===== src/rtl/pulse_train_gen_pkg.sv =====
// ---------------------------------------------------------------------------
// pulse_train_gen_pkg
//
// Shared definitions for the pulse-train transmitter:
//   - DEF_CNT_W / DEF_NUM_W : default widths of the phase-width and
//                             pulse-count configuration fields
//   - ST_IDLE / ST_HIGH / ST_LOW : FSM state encoding
//   - pt_state_e            : typed view of the state encoding
//   - pt_state_active()     : true for the states in which a train is running
// ---------------------------------------------------------------------------
package pulse_train_gen_pkg;

    localparam int DEF_CNT_W = 16;
    localparam int DEF_NUM_W = 16;

    localparam logic [1:0] ST_IDLE = 2'd0;
    localparam logic [1:0] ST_HIGH = 2'd1;
    localparam logic [1:0] ST_LOW  = 2'd2;

    typedef enum logic [1:0] {
        S_IDLE = ST_IDLE,
        S_HIGH = ST_HIGH,
        S_LOW  = ST_LOW
    } pt_state_e;

    // A train is in flight whenever the FSM is outside IDLE.
    function automatic logic pt_state_active(input pt_state_e st);
        return (st == S_HIGH) || (st == S_LOW);
    endfunction

endpackage : pulse_train_gen_pkg


===== src/rtl/pulse_train_gen_if.sv =====
// ---------------------------------------------------------------------------
// pulse_train_gen_if
//
// Host-side control and status bundle of the pulse-train transmitter.
//   master : host / register block (drives start, abort and configuration,
//            observes the waveform and status strobes)
//   slave  : pulse_train_gen itself
//
// Signals:
//   start        launch strobe (one cycle)
//   abort        stop an active train
//   high_cycles  high width H (0 treated as 1)
//   low_cycles   low width L  (0 treated as 1)
//   num_pulses   pulse count N (0 = no pulses)
//   sig_out      generated waveform
//   busy         train active
//   done         one-cycle strobe on normal completion
//   rise_stb     first cycle of each high phase
//   fall_stb     first cycle of each low phase
// ---------------------------------------------------------------------------
interface pulse_train_gen_if
    import pulse_train_gen_pkg::*;
#(
    parameter int CNT_W = DEF_CNT_W,
    parameter int NUM_W = DEF_NUM_W
);

    logic             start;
    logic             abort;
    logic [CNT_W-1:0] high_cycles;
    logic [CNT_W-1:0] low_cycles;
    logic [NUM_W-1:0] num_pulses;

    logic             sig_out;
    logic             busy;
    logic             done;
    logic             rise_stb;
    logic             fall_stb;

    modport master (
        output start, abort, high_cycles, low_cycles, num_pulses,
        input  sig_out, busy, done, rise_stb, fall_stb
    );

    modport slave (
        input  start, abort, high_cycles, low_cycles, num_pulses,
        output sig_out, busy, done, rise_stb, fall_stb
    );

endinterface : pulse_train_gen_if


===== src/rtl/pulse_train_gen_phase_timer.sv =====
// ---------------------------------------------------------------------------
// phase_timer
//
// Loadable CNT_W-bit down-counter that times one phase of the pulse train.
// It is loaded with (width - 1) on the first cycle of a phase and counts
// down while en is high; expire is registered and is high during the cycle
// in which the count sits at zero, i.e. the last cycle of the phase.
//
// Ports:
//   clk       system clock
//   rst_n     asynchronous active-low reset
//   load      load load_val into the counter (takes priority over en)
//   load_val  phase width minus one
//   en        decrement enable
//   expire    registered "count is zero" flag
// ---------------------------------------------------------------------------
module phase_timer #(
    parameter int CNT_W = 16
) (
    input  logic             clk,
    input  logic             rst_n,
    input  logic             load,
    input  logic [CNT_W-1:0] load_val,
    input  logic             en,
    output logic             expire
);

    logic [CNT_W-1:0] count_q, count_d;
    logic             expire_q, expire_d;

    always_comb begin
        count_d = count_q;
        if (load) begin
            count_d = load_val;
        end else if (en && (count_q != '0)) begin
            count_d = count_q - CNT_W'(1);
        end
        // Computing the flag from the next count keeps it aligned with the
        // count register without a combinational path to the output.
        expire_d = (count_d == '0);
    end

    always_ff @(posedge clk or negedge rst_n) begin
        if (!rst_n) begin
            count_q  <= '0;
            expire_q <= 1'b0;
        end else begin
            count_q  <= count_d;
            expire_q <= expire_d;
        end
    end

    assign expire = expire_q;

endmodule : phase_timer


===== src/rtl/pulse_train_gen.sv =====
// ---------------------------------------------------------------------------
// pulse_train_gen
//
// Programmable pulse-train transmitter. A start strobe in IDLE latches the
// configuration (H, L, N) and produces N pulses, each H cycles high followed
// by L cycles low. done pulses for one cycle after the last low phase; abort
// returns to IDLE immediately without done or a closing fall strobe.
//
// Ports:
//   clk    system clock (all outputs registered on its rising edge)
//   rst_n  asynchronous active-low reset
//   bus    pulse_train_gen_if.slave: start/abort/configuration in,
//          sig_out/busy/done/rise_stb/fall_stb out
// ---------------------------------------------------------------------------
module pulse_train_gen
    import pulse_train_gen_pkg::*;
#(
    parameter int CNT_W = DEF_CNT_W,
    parameter int NUM_W = DEF_NUM_W
) (
    input  logic              clk,
    input  logic              rst_n,
    pulse_train_gen_if.slave  bus
);

    // -----------------------------------------------------------------------
    // State and registers
    // -----------------------------------------------------------------------
    pt_state_e        state_q, state_d;
    logic [CNT_W-1:0] high_q, high_d;      // latched H, already clamped >= 1
    logic [CNT_W-1:0] low_q, low_d;        // latched L, already clamped >= 1
    logic [NUM_W-1:0] num_q, num_d;        // latched N
    logic [NUM_W-1:0] pulse_cnt_q, pulse_cnt_d;

    logic             sig_out_q, sig_out_d;
    logic             busy_q, busy_d;
    logic             done_q, done_d;
    logic             rise_stb_q, rise_stb_d;
    logic             fall_stb_q, fall_stb_d;

    // Phase timer control
    logic             tmr_load;
    logic [CNT_W-1:0] tmr_load_val;
    logic             tmr_en;
    logic             tmr_expire;

    // Configuration as seen on the bus, with zero widths clamped to one
    logic [CNT_W-1:0] high_clamp;
    logic [CNT_W-1:0] low_clamp;
    logic [NUM_W-1:0] pulse_cnt_inc;

    assign high_clamp = (bus.high_cycles == '0) ? CNT_W'(1) : bus.high_cycles;
    assign low_clamp  = (bus.low_cycles  == '0) ? CNT_W'(1) : bus.low_cycles;

    // -----------------------------------------------------------------------
    // Phase timer: one instance, reloaded at the start of every phase
    // -----------------------------------------------------------------------
    phase_timer #(
        .CNT_W (CNT_W)
    ) u_phase_timer (
        .clk      (clk),
        .rst_n    (rst_n),
        .load     (tmr_load),
        .load_val (tmr_load_val),
        .en       (tmr_en),
        .expire   (tmr_expire)
    );

    // -----------------------------------------------------------------------
    // Next-state / next-output logic
    // Outputs default to their idle values so that any path back to IDLE
    // (normal end, abort) produces a clean all-zero output set.
    // -----------------------------------------------------------------------
    always_comb begin
        state_d       = state_q;
        high_d        = high_q;
        low_d         = low_q;
        num_d         = num_q;
        pulse_cnt_d   = pulse_cnt_q;

        sig_out_d     = 1'b0;
        busy_d        = 1'b0;
        done_d        = 1'b0;
        rise_stb_d    = 1'b0;
        fall_stb_d    = 1'b0;

        tmr_load      = 1'b0;
        tmr_load_val  = '0;
        tmr_en        = 1'b0;

        // Pulse counter is NUM_W wide and only ever reaches N, so a train of
        // 2^NUM_W-1 pulses ends at the all-ones value without wrapping.
        pulse_cnt_inc = pulse_cnt_q + NUM_W'(1);

        case (state_q)
            S_IDLE: begin
                // abort in the same cycle as start drops the start.
                if (bus.start && !bus.abort) begin
                    high_d      = high_clamp;
                    low_d       = low_clamp;
                    num_d       = bus.num_pulses;
                    pulse_cnt_d = '0;
                    if (bus.num_pulses == '0) begin
                        // Empty train: completes immediately, no waveform.
                        done_d = 1'b1;
                    end else begin
                        state_d      = S_HIGH;
                        sig_out_d    = 1'b1;
                        busy_d       = 1'b1;
                        rise_stb_d   = 1'b1;
                        tmr_load     = 1'b1;
                        tmr_load_val = high_clamp - CNT_W'(1);
                    end
                end
            end

            S_HIGH: begin
                if (bus.abort) begin
                    state_d = S_IDLE;
                end else if (tmr_expire) begin
                    state_d      = S_LOW;
                    busy_d       = 1'b1;
                    fall_stb_d   = 1'b1;
                    tmr_load     = 1'b1;
                    tmr_load_val = low_q - CNT_W'(1);
                end else begin
                    sig_out_d = 1'b1;
                    busy_d    = 1'b1;
                    tmr_en    = 1'b1;
                end
            end

            S_LOW: begin
                if (bus.abort) begin
                    state_d = S_IDLE;
                end else if (tmr_expire) begin
                    pulse_cnt_d = pulse_cnt_inc;
                    if (pulse_cnt_inc == num_q) begin
                        state_d = S_IDLE;
                        done_d  = 1'b1;
                    end else begin
                        state_d      = S_HIGH;
                        sig_out_d    = 1'b1;
                        busy_d       = 1'b1;
                        rise_stb_d   = 1'b1;
                        tmr_load     = 1'b1;
                        tmr_load_val = high_q - CNT_W'(1);
                    end
                end else begin
                    busy_d = 1'b1;
                    tmr_en = 1'b1;
                end
            end

            default: begin
                state_d = S_IDLE;
            end
        endcase
    end

    // -----------------------------------------------------------------------
    // Registers
    // -----------------------------------------------------------------------
    always_ff @(posedge clk or negedge rst_n) begin
        if (!rst_n) begin
            state_q     <= S_IDLE;
            high_q      <= CNT_W'(1);
            low_q       <= CNT_W'(1);
            num_q       <= '0;
            pulse_cnt_q <= '0;
            sig_out_q   <= 1'b0;
            busy_q      <= 1'b0;
            done_q      <= 1'b0;
            rise_stb_q  <= 1'b0;
            fall_stb_q  <= 1'b0;
        end else begin
            state_q     <= state_d;
            high_q      <= high_d;
            low_q       <= low_d;
            num_q       <= num_d;
            pulse_cnt_q <= pulse_cnt_d;
            sig_out_q   <= sig_out_d;
            busy_q      <= busy_d;
            done_q      <= done_d;
            rise_stb_q  <= rise_stb_d;
            fall_stb_q  <= fall_stb_d;
        end
    end

    assign bus.sig_out  = sig_out_q;
    assign bus.busy     = busy_q;
    assign bus.done     = done_q;
    assign bus.rise_stb = rise_stb_q;
    assign bus.fall_stb = fall_stb_q;

endmodule : pulse_train_gen


===== src/flat_wrapper.sv =====
// flat-port wrapper written by rule: the top's interface ports become plain ports
module pulse_train_gen_flat import pulse_train_gen_pkg::*;
#(
    parameter int CNT_W = DEF_CNT_W,
    parameter int NUM_W = DEF_NUM_W
)
  (clk, rst_n, bus_start, bus_abort, bus_high_cycles, bus_low_cycles, bus_num_pulses, bus_sig_out, bus_busy, bus_done, bus_rise_stb, bus_fall_stb);
  pulse_train_gen_if #(.CNT_W(CNT_W), .NUM_W(NUM_W)) bus_i ();
  input  logic clk;
  input  logic rst_n;
  input wire logic [$bits(bus_i.start)-1:0] bus_start;
  input wire logic [$bits(bus_i.abort)-1:0] bus_abort;
  input wire logic [$bits(bus_i.high_cycles)-1:0] bus_high_cycles;
  input wire logic [$bits(bus_i.low_cycles)-1:0] bus_low_cycles;
  input wire logic [$bits(bus_i.num_pulses)-1:0] bus_num_pulses;
  output wire logic [$bits(bus_i.sig_out)-1:0] bus_sig_out;
  output wire logic [$bits(bus_i.busy)-1:0] bus_busy;
  output wire logic [$bits(bus_i.done)-1:0] bus_done;
  output wire logic [$bits(bus_i.rise_stb)-1:0] bus_rise_stb;
  output wire logic [$bits(bus_i.fall_stb)-1:0] bus_fall_stb;
  assign bus_i.start = bus_start;
  assign bus_i.abort = bus_abort;
  assign bus_i.high_cycles = bus_high_cycles;
  assign bus_i.low_cycles = bus_low_cycles;
  assign bus_i.num_pulses = bus_num_pulses;
  assign bus_sig_out = bus_i.sig_out;
  assign bus_busy = bus_i.busy;
  assign bus_done = bus_i.done;
  assign bus_rise_stb = bus_i.rise_stb;
  assign bus_fall_stb = bus_i.fall_stb;
  pulse_train_gen #(.CNT_W(CNT_W), .NUM_W(NUM_W)) u_core (.clk(clk), .rst_n(rst_n), .bus(bus_i));
endmodule

===== config.mk =====
export PLATFORM = sky130hd
export DESIGN_NAME = pulse_train_gen_flat
export DESIGN_NICKNAME = d
export VERILOG_FILES = /design/src/rtl/pulse_train_gen_pkg.sv /design/src/rtl/pulse_train_gen_if.sv /design/src/rtl/pulse_train_gen_phase_timer.sv /design/src/rtl/pulse_train_gen.sv /design/src/flat_wrapper.sv
export SDC_FILE = /design/constraint.sdc
export NUM_CORES = 1
export LEC_CHECK = 0
export BUFFER_PORTS_ARGS = -buffer_cell sky130_fd_sc_hd__buf_2
export CORE_UTILIZATION = 53
export CTS_BUF_LIST = sky130_fd_sc_hd__clkbuf_4
export CTS_CLUSTER_SIZE = 8
export DETAILED_ROUTE_END_ITERATION = 7
export PLACE_DENSITY = 0.8
export SLEW_MARGIN = 20
export SYNTH_ARGS = -nofsm -noshare
export SYNTH_HDL_FRONTEND = slang
export SYNTH_SLANG_ARGS = --single-unit

===== constraint.sdc =====
create_clock -name clk -period 3.71 [get_ports clk]
set_input_delay 0.5565 -clock clk [delete_from_list [all_inputs] [get_ports clk]]
set_output_delay 0.5565 -clock clk [all_outputs]
set_load 0.01 [all_outputs]

## After elaboration in Yosys (flattened, before gate mapping)

Index checks and enable logic that the tools add are counted.

| storage, ports and cells | value |
|---|---|
| register bits | 88 |
| input port bits | 52 |
| logic and storage cells | 88 |

| operators by class | value |
|---|---|
| $add $sub $neg | 5 |
| eq/ne operators | 9 |
| mux-type cells | 48 |
| reductions and logical operators | 14 |

Operator list:

| kind | number |
|---|---|
| 16-bit two-way mux | 14 |
| 16-bit zero test | 4 |
| 16-bit by 1-bit subtractor with 16-bit output (second input constant) | 4 |
| 16-bit case mux with 3 select lines | 1 |
| 16-bit case mux with 2 select lines | 1 |
| 1-bit two-way mux | 20 |
| 16-bit by 1-bit adder with 16-bit output (second input constant) | 1 |
| 16-bit equality test | 1 |
| 16-bit nonzero test | 1 |
| 2-bit two-way mux | 6 |
| 1-bit case mux with 3 select lines | 3 |
| 4-bit AND reduction | 2 |
| 2-bit inequality test (second input constant) | 3 |
| 3-bit inequality test (second input constant) | 2 |
| 2-bit case mux with 3 select lines | 1 |
| 1-bit case mux with 2 select lines | 2 |
| 2-bit by 1-bit equality test with 1-bit output (second input constant) | 1 |
| 2-bit equality test (second input constant) | 1 |
| 1-bit logical AND | 2 |
| 2-bit zero test | 1 |
| 2-bit by 1-bit inequality test with 1-bit output (second input constant) | 1 |
| 2-bit AND reduction | 1 |
| 2-bit nonzero test | 1 |
| 2-bit OR reduction | 1 |
| 1-bit zero test | 1 |

## Longest topological paths before layout

Gate-level depths: netlist of run 1.

| logic depth | value |
|---|---|
| depth in word-level cells | 8 |
| gate-level depth with buffers | 12 |
| depth with buffers taken out | 11 |

## Cells and area by module

From an unflattened synthesis of run 1, not the netlist that was laid out.

| unflattened totals | value |
|---|---|
| cells, all modules | 616 |
| area total of the unflattened synthesis | 6173.4 um2 |

By module, submodules not included:

| module | times used | cells each | area an instance (um2) | seq. area each (um2) |
|---|---|---|---|---|
| pulse_train_gen | 1 | 490 | 5008.6 | 1779.2 |
| phase_timer | 1 | 126 | 1164.9 | 425.4 |

## Least setup slack after synthesis of run 1

OpenSTA, ideal clock, no wires.

| path | value |
|---|---|
| path type | reg-to-reg |
| start point | register u_core.pulse_cnt_q[0] |
| end point | register u_core.u_phase_timer.expire_q, in the netlist u_core.u_phase_timer.expire |
| library setup time | 68 ps |
| arrival | 2840 ps |
| required time | 3642 ps |
| slack | 802 ps |
| stages on the path, launching flop included | 11 |
| period minus slack after synthesis | 2908 ps |
| cells stage by stage | dfrtp_1 ha_1 xor2_1 or4_1 a2111oi_4 nand4_2 a21oi_4 buf_8 mux2i_1 nor4_1 and4_1 |

| on the way | value |
|---|---|
| word-level cells in the longest chain between the ends | 8 |

RTL lines:

| what | RTL line | text |
|---|---|---|
| start: declaration | pulse_train_gen.sv:33 | `logic [NUM_W-1:0] pulse_cnt_q, pulse_cnt_d;` |
| start signal: assignment | pulse_train_gen.sv:181 | `pulse_cnt_q <= pulse_cnt_d;` |
| 16-bit by 1-bit adder with 16-bit output * | pulse_train_gen.sv:93 | `pulse_cnt_inc = pulse_cnt_q + NUM_W'(1);` |
| 16-bit equality test * | pulse_train_gen.sv:138 | `if (pulse_cnt_inc == num_q) begin` |
| 16-bit two-way mux or 1-bit two-way mux (tied branches) | pulse_train_gen.sv:138 |  |
| 16-bit two-way mux or 1-bit two-way mux (tied branches) | pulse_train_gen.sv:136 | `end else if (tmr_expire) begin` |
| 16-bit two-way mux or 1-bit two-way mux (tied branches) | pulse_train_gen.sv:134 | `if (bus.abort) begin` |
| 16-bit case mux with 3 select lines or 1-bit case mux with 3 select lines (tied branches) | pulse_train_gen.sv:95 | `case (state_q)` |
| 16-bit two-way mux * | pulse_train_gen_phase_timer.sv:33 | `if (load) begin` |
| named net u_core.u_phase_timer.count_d[6] | pulse_train_gen_phase_timer.sv:28 | `logic [CNT_W-1:0] count_q, count_d;` |
| 16-bit zero test * | pulse_train_gen_phase_timer.sv:40 | `expire_d = (count_d == '0);` |
| named net u_core.u_phase_timer.expire_d | pulse_train_gen_phase_timer.sv:29 | `logic expire_q, expire_d;` |
| end signal: assignment | pulse_train_gen_phase_timer.sv:49 | `expire_q <= expire_d;` |
| end: declaration | pulse_train_gen_phase_timer.sv:29 |  |

The timed path passes the listed nets; every way through them passes the cells marked *.
A chain may end at the register's enable or synchronous reset.

## Worst setup path in the final report of run 1

| path | value |
|---|---|
| start point | register u_core.state_q[0] |
| end point | register u_core.pulse_cnt_q[6] |

| on the way | value |
|---|---|
| word-level cells in the longest chain between the ends | 3 |

RTL lines:

| what | RTL line | text |
|---|---|---|
| start: declaration | pulse_train_gen.sv:29 | `pt_state_e state_q, state_d;` |
| start signal: assignment | pulse_train_gen.sv:177 | `state_q <= state_d;` |
| 2-bit equality test or 2-bit zero test (tied branches) | pulse_train_gen.sv:95 |  |
| 2-bit inequality test (no line) (tied with other cells) | n/a |  |
| 4-bit AND reduction (no line) | n/a |  |

Parallel ways exist; a longest one is shown, timed or not.

==> results of run 1 <==
-- final cells by class --
type	instances	area [µm²]	share of cell area (%)
diodes	1	2.50	0.0409
clock buffers	9	67.6	1.10
clock inverters	7	86.3	1.41
inverters	19	71.3	1.17
multi-input cells	450	3180	52.0
flip-flops and latches	88	2200	36.0
well taps	136	170	2.78
repair buffers	62	332	5.42
-- routing by layer --
metal	track usage [%]	up-vias	share of wire, %
li1	-	2225	-
met1	35.7	2243	48
met2	38.7	149	45
met3	3.24	27	4.9
met4	10.3	0	2.3
met5	0	-	0
-- kinds of logic (layout without fill, tap and decap cells) --
logic type                 Yosys count  count (layout)  synth area share (%)
and+or+nand+nor                    209             209                  20.0
AOI/OAI and AO/OA                  106             106                  12.7
DFF                                 88              88                  39.5
xor gates and xnor gates            63              63                  10.0
muxes                               63              63                  12.3
buffers and inverters               44              97                  3.39
adders and majority gates            9               9                  2.02
other                                0               1                     0
-- cell usage after synthesis (3+ instances only) --
library cell   n  area (µm²)
a211oi_1       3        22.5
a21oi_1       22         110
a31oi_1       16         100
and2_1         3        18.8
and4_1         7        61.3
buf_2          7        35.0
clkbuf_1      15        56.3
dfrtp_1       86        2150
ha_1           9         113
inv_1         19        71.3
mux2_2        45         507
mux2i_1       18         180
nand2_1       61         229
nand2b_1       4        25.0
nand3_1       14        70.1
nand3b_1       5        37.5
nand4_1        6        37.5
nor2_1        34         128
nor2b_1       10        62.6
nor3_1        16        80.1
nor4_1        21         131
nor4bb_1       3        30.0
o21a_1         3        22.5
o21ai_0       18        90.1
o22ai_1       15        93.8
o31ai_1        7        52.6
o41ai_1        3        26.3
or3_1          7        43.8
or4_1          8        60.1
xnor2_1       36         315
xor2_1        26         228
-- per-stage QoR --
stage	power, mW	instance area [µm²]	cells
floorplan	2.79	5580	582
global placement	3.14	5960	755
detailed placement	3.21	5960	755
CTS	3.81	6110	771
global route	4.07	6120	772
finish	3.81	6120	772
-- flip-flops by register name, indices dropped and copies added (netlist names), 2 cells and up --
name	count
u_core.low_q	16
u_core.state_q	2
u_core.pulse_cnt_q	16
u_core.high_q	16
u_core.num_q	16
u_core.u_phase_timer.count_q	16
-- cell usage in the layout, fill, tap and decap left out, drive strengths merged, types with 4 or more instances in the layout --
cell | netlist | layout
nand3b | 5 | 5
ha | 9 | 9
o21ai | 18 | 18
nand4 | 7 | 7
dfrtp | 86 | 86
clkbuf | 15 | 9
mux2i | 18 | 18
nor4 | 22 | 22
nand2b | 4 | 4
a31oi | 16 | 16
nor2 | 34 | 34
o22ai | 15 | 15
mux2 | 45 | 45
o31ai | 7 | 7
xnor2 | 37 | 37
nor2b | 10 | 10
a21oi | 23 | 23
nand3 | 15 | 15
nand2 | 61 | 61
inv | 19 | 19
buf | 10 | 62
or4 | 8 | 8
xor2 | 26 | 26
nor3 | 16 | 16
or3 | 7 | 7
and4 | 7 | 7
-- worst paths after layout --
check,cells past startpoint,from,slack (ns),end
max in group asynchronous,1,rst_n,3.04,u_core.low_q[9]$_DFFE_PN0P_
worst min register to register,2,u_core.low_q[0]$_DFFE_PN1P_,0.53,u_core.low_q[0]$_DFFE_PN1P_
worst min-delay path,1,rst_n,0.14,u_core.high_q[8]$_DFFE_PN0P_
worst max-delay path,7,u_core.state_q[0]$_DFFE_PN0P_,0.39,u_core.pulse_cnt_q[6]$_DFFE_PN0P_
worst max register to register,7,u_core.state_q[0]$_DFFE_PN0P_,0.39,u_core.pulse_cnt_q[6]$_DFFE_PN0P_
min in group clk,2,bus_num_pulses[9],0.33,u_core.num_q[9]$_DFFE_PN0P_
-- worst max-delay path, stage by stage (launching register included) --
cell and delay, ns:
dfrtp_1 0.43, inv_1 0.12, ha_1 0.71, mux2i_1 0.16, a211o_1 0.47, inv_1 0.39, nand2_1 0.41, o41ai_1 0.48
-- power by group through the flow --
| stage | registers [mW] | logic, mW | clock network [mW] |
|---|---|---|---|
| floorplan | 1.60 | 1.19 | 0 |
| global placement | 1.68 | 1.47 | 0 |
| detailed placement | 1.71 | 1.50 | 0 |
| CTS | 1.69 | 1.52 | 0.609 |
| global route | 1.74 | 1.69 | 0.639 |
| finish | 1.69 | 1.52 | 0.599 |
==> summary.md, run 1 <==
| Metric | Value |
|---|---|
| Routed length per placed instance | 16.9 µm |
| DR pass1 iterations | 5 |
| Worst Hold Class | input pin to async pin |
| Status | completed |
| Share of flip-flops with an asynchronous set or reset | 100% |
| Grt ovf | 0 |
| Vias in the first global route | 4378 |
| Switching power | roughly 1.5 mW |
| Period minus WS final | around 3.3 ns |
| Sequential Power Share | ~44% |
| Synth cell types | 60 |
| Final setup vio count | 0 |
| Fill count | roughly 880 |
| Rows | 37 |
| Initial drt markers | approximately 350 |
| Startpoint Class | flip-flop |
| Unrepaired setup endpoints after global routing | false |
| Gate power share | 39.9% |
| CTS tree | yes |
| Post-synthesis cell area | 5580 µm² |
| Largest net degree at the start of global routing | slightly below 90 |
| Fmax | about 0.3 GHz |
| Clk root buf | clkbuf_4 |
| Hpwl dp | roughly 9700 µm |
| IO Pins | 57 |
| Syn Area/Cell | approximately 9.6 µm² |
| Setup bufs post-CTS | 0 |
| Max Cap Viol | 0 |
| Drt via density | about 6.0 |
| Worst slew pin tran | roughly 0.83 ns |
| Clk pwr share | about 16% |
| Total Wirelength | between 10000 and 15000 µm |
| Final Util | between 50% and 60% |
| Primary FF master, synth | dfrtp_1 |
| # DRC | 0 |
| Max Root-Sink Buffers | 2 |
| Routed Antenna Nets | 0 |
| Post-synthesis cell count | 582 |
| CP Capture Type | flip-flop |
| Sw frac | slightly below 40% |
| Cell Int Power | between 2 and 2.5 mW |
| Worst VDD drop | ~0.0004 V |
| EDFF count, synth | 0 |
| Floorplan core area | 10300 µm² |
| Post_cts resized | 0 |
| Crit path max fanout | 22 |
| Syn Nets | about 640 |
| Nets@finish | about 690 |
| Final Hold Violating Endpoints | 0 |
| First-pass GRT wire length | 21500 µm |
| WHS | around 0.14 ns |
| Total GRT Usage | roughly a quarter |
| # hold bufs at CTS | 0 |
| Initial core utilization | 54.2% |
| Die H | between 100 and 150 µm |
| Gp weighted congestion | 0.978 |
| Placement Setup Slack | approximately 0.45 ns |
| Total CTS buffers | 9 |
| H-tree depth | 3 |
| Port Buffers | 56 |
| Pleak | 2.58 nW |
| Kind of critical path | flip-flop to flip-flop |
| Seq cells post-synth | between 80 and 90 |
| Worst Path Required | roughly 4 ns |
| Post-synthesis sequential area ratio | around 40% |
| Fin Clk Skew | 0.0202 ns |
| Final slew viol count | 0 |
| Fin worst setup slack | roughly 0.4 ns |
| Layout cell share with drive strength beyond 1 | approximately a fifth |
| Yosys warns | 0 |
| Period utilization | 89.4% |
| DR vias | 4644 |
| CP arrival | roughly 3.6 ns |
| Worst-path clk slew | ~0.15 ns |
| Area grow syn2layout | 9.69% |
| Clock Latency Late Sink | roughly 0.47 ns |
| Sink Count | 88 |
| Max transition margin | between 40 and 50% |
| Initial antenna violation count | 1 |
| Die width | roughly 100 µm |
| Pwr dens | 623 nW/µm² |
| Die ar. | between 10000 and 15000 µm² |
| Setup TNS | 0 ns |
No activity file was read; power rests on OpenSTA's default activity.
==> run 2, diff against run 1 <==
- REMOVE_ABC_BUFFERS: not set -> 1
==> summary.md, run 2 (same netlist as run 1, synthesis figures left out) <==
| Metric | Value |
|---|---|
| Area grow syn2layout | 9.11% |
| Initial drt markers | about 360 |
| Max transition margin | between 40% and 50% |
| CP Launch Point | u_core.pulse_cnt_q[0]$_DFFE_PN0P_ |
| Period minus WS final | between 3 and 4 ns |
| Floorplan core area | 10300 µm² |
| Tot Pwr | 3.69 mW |
| Drt via density | 6.01 |
| Total Wirelength | around 13000 µm |
| R2R depth | 11 |
| WHS | 0.142 ns |
| Kind of critical path | flip-flop to flip-flop |
| Post_cts resized | 0 |
| R2r endpoint | u_core.u_phase_timer.expire$_DFF_PN0_ |
| Fmax | between 0.3 and 0.4 GHz |
| Port Buffers | 56 |
| Max Cap Viol | 0 |
| Hpwl dp | 9580 µm |
| Commonest non-fill, non-tap cell in the layout | dfrtp_1 |
| Setup bufs post-CTS | 0 |
| Initial antenna violation count | 0 |
| DR pass1 iterations | 5 |
| Grt ovf | 0 |
| Die width | between 100 and 150 µm |
| Layout cell share with drive strength beyond 1 | 21.0% |
| Area of the multi-input gates | 3180 µm² |
| H-tree depth | 3 |
| Clk root buf | clkbuf_4 |
| Crit path capture | u_core.u_phase_timer.expire$_DFF_PN0_ |
| Final Hold Violating Endpoints | 0 |
| Die H | between 100 and 150 µm |
| Pwr dens | roughly 600 nW/µm² |
| CTS tree | yes |
| Status | completed |
| Fill count | 900 |
| CP Capture Type | flip-flop |
| Placement Setup Slack | between 0.5 and 0.6 ns |
| Gp weighted congestion | 0.944 |
| N_diodes | 0 |
| CP cell instances | ha_1 -> nand3_2 -> xnor2_1 -> or4_1 -> a2111oi_4 -> nand4_2 -> buf_4 -> a221oi_1 -> mux2i_1 -> nor4_1 -> and4_1 |
| Most frequent cells in the layout | 86 x dfrtp_1, 61 x nand2_1, 55 x buf_2, 45 x mux2_2, 36 x xnor2_1 |
| DR vias | 4644 |
| Final slew viol count | 0 |
| Final Util | between 50 and 60% |
| Routed length per placed instance | roughly 17 µm |
| # DRC | 0 |
| Finished Layout Cells | 773 |
| Period utilization | 88.0% |
| Fin Clk Skew | around 0.015 ns |
| Sink Count | between 80 and 90 |
| # hold bufs at CTS | 0 |
| Die ar. | 10900 µm² |
| FF+latch area | around 2200 µm² |
| Total CTS buffers | 9 |
| Clock Latency Late Sink | 0.45 ns |
| Rows | 37 |
| Worst-path clk slew | 0.13 ns |
| Nets@finish | around 700 |
| Reg2Reg Setup Slack | 0.45 ns |
| Vias in the first global route | ~4400 |
| Worst Path Required | just over 4 ns |
| Total GRT Usage | roughly a quarter |
| Worst VDD drop | ~0.00035 V |
| Dpl cells | between 700 and 800 |
| Fin area | 6080 µm² |
| First-pass GRT wire length | between 20000 and 25000 µm |
| Max Root-Sink Buffers | 2 |
| Worst-path cell with the longest stage delay | dfrtp_1 |
| Pleak | between 2 and 3 nW |
| Crit path max fanout | 20 |
| Setup TNS | 0 ns |
| Reg2reg start | u_core.pulse_cnt_q[0]$_DFFE_PN0P_ |
| IO Pins | 57 |
| Largest net degree at the start of global routing | 89 |
| Fin worst setup slack | approximately 0.45 ns |
| Max incr delay on CP | between 0.4 and 0.5 ns |
| Routed Antenna Nets | 0 |
| Worst Hold Class | input pin to async pin |
| Worst slew pin tran | slightly above 0.8 ns |
| Placed inst area | 5970 µm² |
| Startpoint Class | flip-flop |
| Unrepaired setup endpoints after global routing | false |
| CP arrival | between 3 and 4 ns |
| Final setup vio count | 0 |
| Initial core utilization | between 50 and 60% |
run 2: where the power goes:
| part | internal [mW] | switching [mW] | leakage (nW) |
|---|---|---|---|
| clock | 0.148 | 0.316 | 0.0641 |
| sequential | 1.32 | 0.376 | 1.10 |
| combinational | 0.755 | 0.769 | 1.41 |
| total | 2.22 | 1.46 | 2.58 |
run 2: final cells by class:
type | count | area share (%)
Clock buffer | 11 | 1.36
Clock inverter | 5 | 0.432
Inverter | 19 | 1.17
Multi-Input combinational cell | 450 | 52.3
Sequential cell | 88 | 36.2
Tap cell | 136 | 2.80
Timing Repair Buffer | 64 | 5.70
run 2: critical path, delay by kind of cell, from the launching register on:
family / cells / cell delay, ns
muxes: 1 / 0.13
DFF: 1 / 0.49
AOI/OAI and AO/OA: 2 / 0.49
and+or+nand+nor: 5 / 1.36
xor gates and xnor gates: 1 / 0.19
buffers and inverters: 1 / 0.25
adders and majority gates: 1 / 0.29
run 2: how the worst min path moves through the flow:
stage / from / endpoint / slack (ns) / cells after the start
final: rst_n / u_core.u_phase_timer.count_q[6]$_DFF_PN0_ / 0.14 / 1
after global routing: rst_n / u_core.u_phase_timer.count_q[6]$_DFF_PN0_ / 0.21 / 1
after detailed placement: u_core.low_q[0]$_DFFE_PN1P_ / u_core.low_q[0]$_DFFE_PN1P_ / 0.52 / 2
after CTS: bus_num_pulses[1] / u_core.num_q[1]$_DFFE_PN0P_ / 0.32 / 2
after floorplan: rst_n / u_core.bus.busy$_DFF_PN0_ / 0.26 / 0
after global placement: u_core.low_q[0]$_DFFE_PN1P_ / u_core.low_q[0]$_DFFE_PN1P_ / 0.49 / 2
run 2: metal layers:
layer / share of wire (%) / vias to the layer above / global-route usage (%) / wire length [µm]
met4: 2.1 / 0 / 10.1 / 266
met5: 0 / - / 0 / 0
li1: - / 2226 / - / -
met3: 6.6 / 23 / 3.31 / 845
met2: 45 / 184 / 38.2 / 5740
met1: 47 / 2211 / 35.4 / 5970
==> run 3, diff against run 2 <==
- ABC_AREA: not set -> 1
- CORE_ASPECT_RATIO: not set -> 1.2
==> summary.md, run 3 <==
| Metric | Value |
|---|---|
| Status | completed |
| Period minus WS final | just over 3 ns |
| Worst Hold Class | input pin to flip-flop |
| Max transition margin | a little over a third |
| CTS tree | yes |
| Worst-path cell with the longest stage delay | nor2_1 |
| Post_cts resized | 0 |
| R2R depth | 14 |
| CP Capture Type | flip-flop |
| Gp weighted congestion | 0.914 |
| Layout cell share with drive strength beyond 1 | 12.8% |
| R2r endpoint | u_core.u_phase_timer.expire$_DFF_PN0_ |
| Sink Count | 88 |
| H-tree depth | 3 |
| Fill count | 1036 |
| Most common cell in the netlist | nand2_1 |
| Leading area contributor after synthesis | dfrtp_1 |
| Die width | a little under 100 µm |
| Worst VDD drop | 0.000317 V |
| # hold bufs at CTS | 1 |
| Floorplan core area | between 10000 and 15000 µm² |
| First-pass GRT wire length | 25000 µm |
| Total GRT Usage | 27.5% |
| Synth area leaders | dfrtp_1 36%, nand2_1 17%, inv_1 7.0%, nor2_1 5.5%, o21ai_0 5.0% |
| Final Hold Violating Endpoints | 0 |
| Total CTS buffers | 9 |
| Die ar. | around 12000 µm² |
| Routed Antenna Nets | 0 |
| Worst hold stages | 3 |
| WHS Endpoint | u_core.low_q[6]$_DFFE_PN0P_ |
| Share of the synthesized area in the top cell type | a little over a third |
| CP cell instances | inv_1 -> ha_1 -> inv_1 -> nor2_4 -> inv_1 -> nor2_1 -> inv_1 -> nand3_4 -> nand2_4 -> a21oi_1 -> nand2_1 -> nor2_1 -> nand2_1 -> nor2_1 |
| Max Cap Viol | 0 |
| Startpoint Class | flip-flop |
| Crit path max fanout | 21 |
| Most frequent cells in the layout | 266 x nand2_1, 112 x inv_1, 86 x nor2_1, 86 x dfrtp_1, 60 x o21ai_0 |
| Routed length per placed instance | around 14 µm |
| Worst-path clk slew | ~0.15 ns |
| Final slew viol count | 0 |
| Hpwl dp | 11700 µm |
| Post-synthesis sequential area ratio | a little under two fifths |
| Clk root buf | clkbuf_4 |
| DR vias | ~5800 |
| # DRC | 0 |
| Die H | around 120 µm |
| Fmax | between 0.3 and 0.4 GHz |
| Setup bufs post-CTS | 0 |
| Drt via density | between 5 and 6 |
| Kind of critical path | flip-flop to flip-flop |
| Commonest non-fill, non-tap cell in the layout | nand2_1 |
| Rows | 42 |
| Share of flip-flops with an asynchronous set or reset | 100% |
| Placement Setup Slack | around 0.57 ns |
| Finished Layout Cells | around 1100 |
| Fin Clk Skew | about 0.021 ns |
| Initial drt markers | about 260 |
| Largest net degree at the start of global routing | 56 |
| Nets@finish | between 900 and 1000 |
| Worst slew pin tran | about 1 ns |
| Max incr delay on CP | roughly 0.74 ns |
| Pwr dens | roughly 620 nW/µm² |
| Unrepaired setup endpoints after global routing | false |
| Port Buffers | 56 |
| DR pass1 iterations | 5 |
| Final setup vio count | 0 |
| Max Root-Sink Buffers | 2 |
| Tot Pwr | just over 4 mW |
| Clock Latency Late Sink | 0.47 ns |
| IO Pins | between 50 and 60 |
| Reg2reg start | u_core.state_q[0]$_DFFE_PN0P_ |
| Commonest cells in the netlist | 266 x nand2_1, 112 x inv_1, 87 x nor2_1 |
| Delay-heaviest family, CP | simple AND/OR/NAND/NOR gates |
| Dpl cells | about 1000 |
| Hold path startpoint | bus_low_cycles[6] |
| WHS | 0.289 ns |
| Primary FF master, synth | dfrtp_1 |
| Initial antenna violation count | 1 |
| Total Wirelength | 15000 µm |
| Buf/Inv on CP | 4 |
| Period utilization | 81.5% |
| Yosys warns | 0 |
| Area grow syn2layout | 9.99% |
| Grt ovf | 0 |
| Pleak | 3.28 nW |
| Reg2Reg Setup Slack | 0.69 ns |
| Most common cell on crit path | inv_1 |
| EDFF count, synth | 0 |
| Fin worst setup slack | 0.685 ns |
| Synth cell types | 40 |
| Post-synthesis cell area | ~6000 µm² |
| CP arrival | around 3.4 ns |
| Worst Path Required | around 4.1 ns |
| Syn Area/Cell | 6.90 µm² |
| Seq cells post-synth | approximately 90 |
| Initial core utilization | between 50% and 60% |
| Vias in the first global route | roughly 5600 |
| Post-synthesis cell count | just under 900 |
## run 3: cell types whose count changed after synthesis, moves of 8 or more
cell / change
nor4_1: -9
xnor2_1: -26
a31oi_1: -14
mux2i_1: -18
nor2_1: +53
nand2_2: +10
nand2_1: +205
o21ai_0: +42
nand3_1: +31
inv_1: +93
nand4_1: +18
nor2b_1: -10
or4_1: -8
mux2_2: -45
## run 3: per-stage QoR
stage	util [%]	TNS [ns]	cell area, µm²
after floorplan	-	-21.08	5900
after global placement	57.9	0	6390
after detailed placement	57.9	0	6390
after CTS	59.6	0	6580
after global routing	59.7	0	6590
final	59.7	0	6590
## run 3: layout make-up
cell class | count | area [µm²] | area share (%)
clock buffer | 10 | 75.1 | 1.14
clock inverter | 6 | 108 | 1.63
sequential | 88 | 2200 | 33.5
multi-input combinational | 646 | 3260 | 49.6
antenna | 1 | 2.50 | 0.0380
timing repair buffer | 62 | 330 | 5.02
inverter | 116 | 437 | 6.63
tap | 132 | 165 | 2.51
## run 3: logic make-up after synthesis
logic type | synth area share [%]
AOI/OAI and AO/OA | 10.6
xor gates and xnor gates | 5.64
adders and majority gates | 1.88
buffers and inverters | 8.80
DFF | 36.8
and+or+nand+nor | 36.2
## run 3: metal layers
metal | share of wire, % | GRT usage [%] | vias up
li1 | - | - | 2913
met1 | 39 | 29.8 | 2670
met2 | 52 | 51.0 | 170
met3 | 4.5 | 3.96 | 46
met4 | 4.1 | 14.3 | 0
met5 | 0 | 0 | -
## run 3: worst reg2reg max path: stages (launching register included)
cell and delay, ns:
dfrtp_1 0.45, inv_1 0.10, ha_1 0.19, inv_1 0.09
nor2_4 0.11, inv_1 0.06, nor2_1 0.74, inv_1 0.33
nand3_4 0.20, nand2_4 0.16, a21oi_1 0.22, nand2_1 0.07
nor2_1 0.10, nand2_1 0.06, nor2_1 0.09
## run 3: worst max-delay path by stage
stage,startpoint,cells past startpoint,endpoint
after floorplan,bus_abort,13,u_core.u_phase_timer.expire$_DFF_PN0_
after global placement,bus_abort,14,u_core.u_phase_timer.expire$_DFF_PN0_
after detailed placement,bus_abort,14,u_core.u_phase_timer.expire$_DFF_PN0_
after CTS,u_core.state_q[0]$_DFFE_PN0P_,14,u_core.u_phase_timer.expire$_DFF_PN0_
after global routing,u_core.state_q[0]$_DFFE_PN0P_,14,u_core.u_phase_timer.expire$_DFF_PN0_
final,u_core.state_q[0]$_DFFE_PN0P_,14,u_core.u_phase_timer.expire$_DFF_PN0_
## run 3: report_power, final
part	total (mW)	switching, mW	internal, mW
clock network	0.691	0.345	0.346
logic	1.69	1.07	0.618
registers	1.67	0.345	1.32
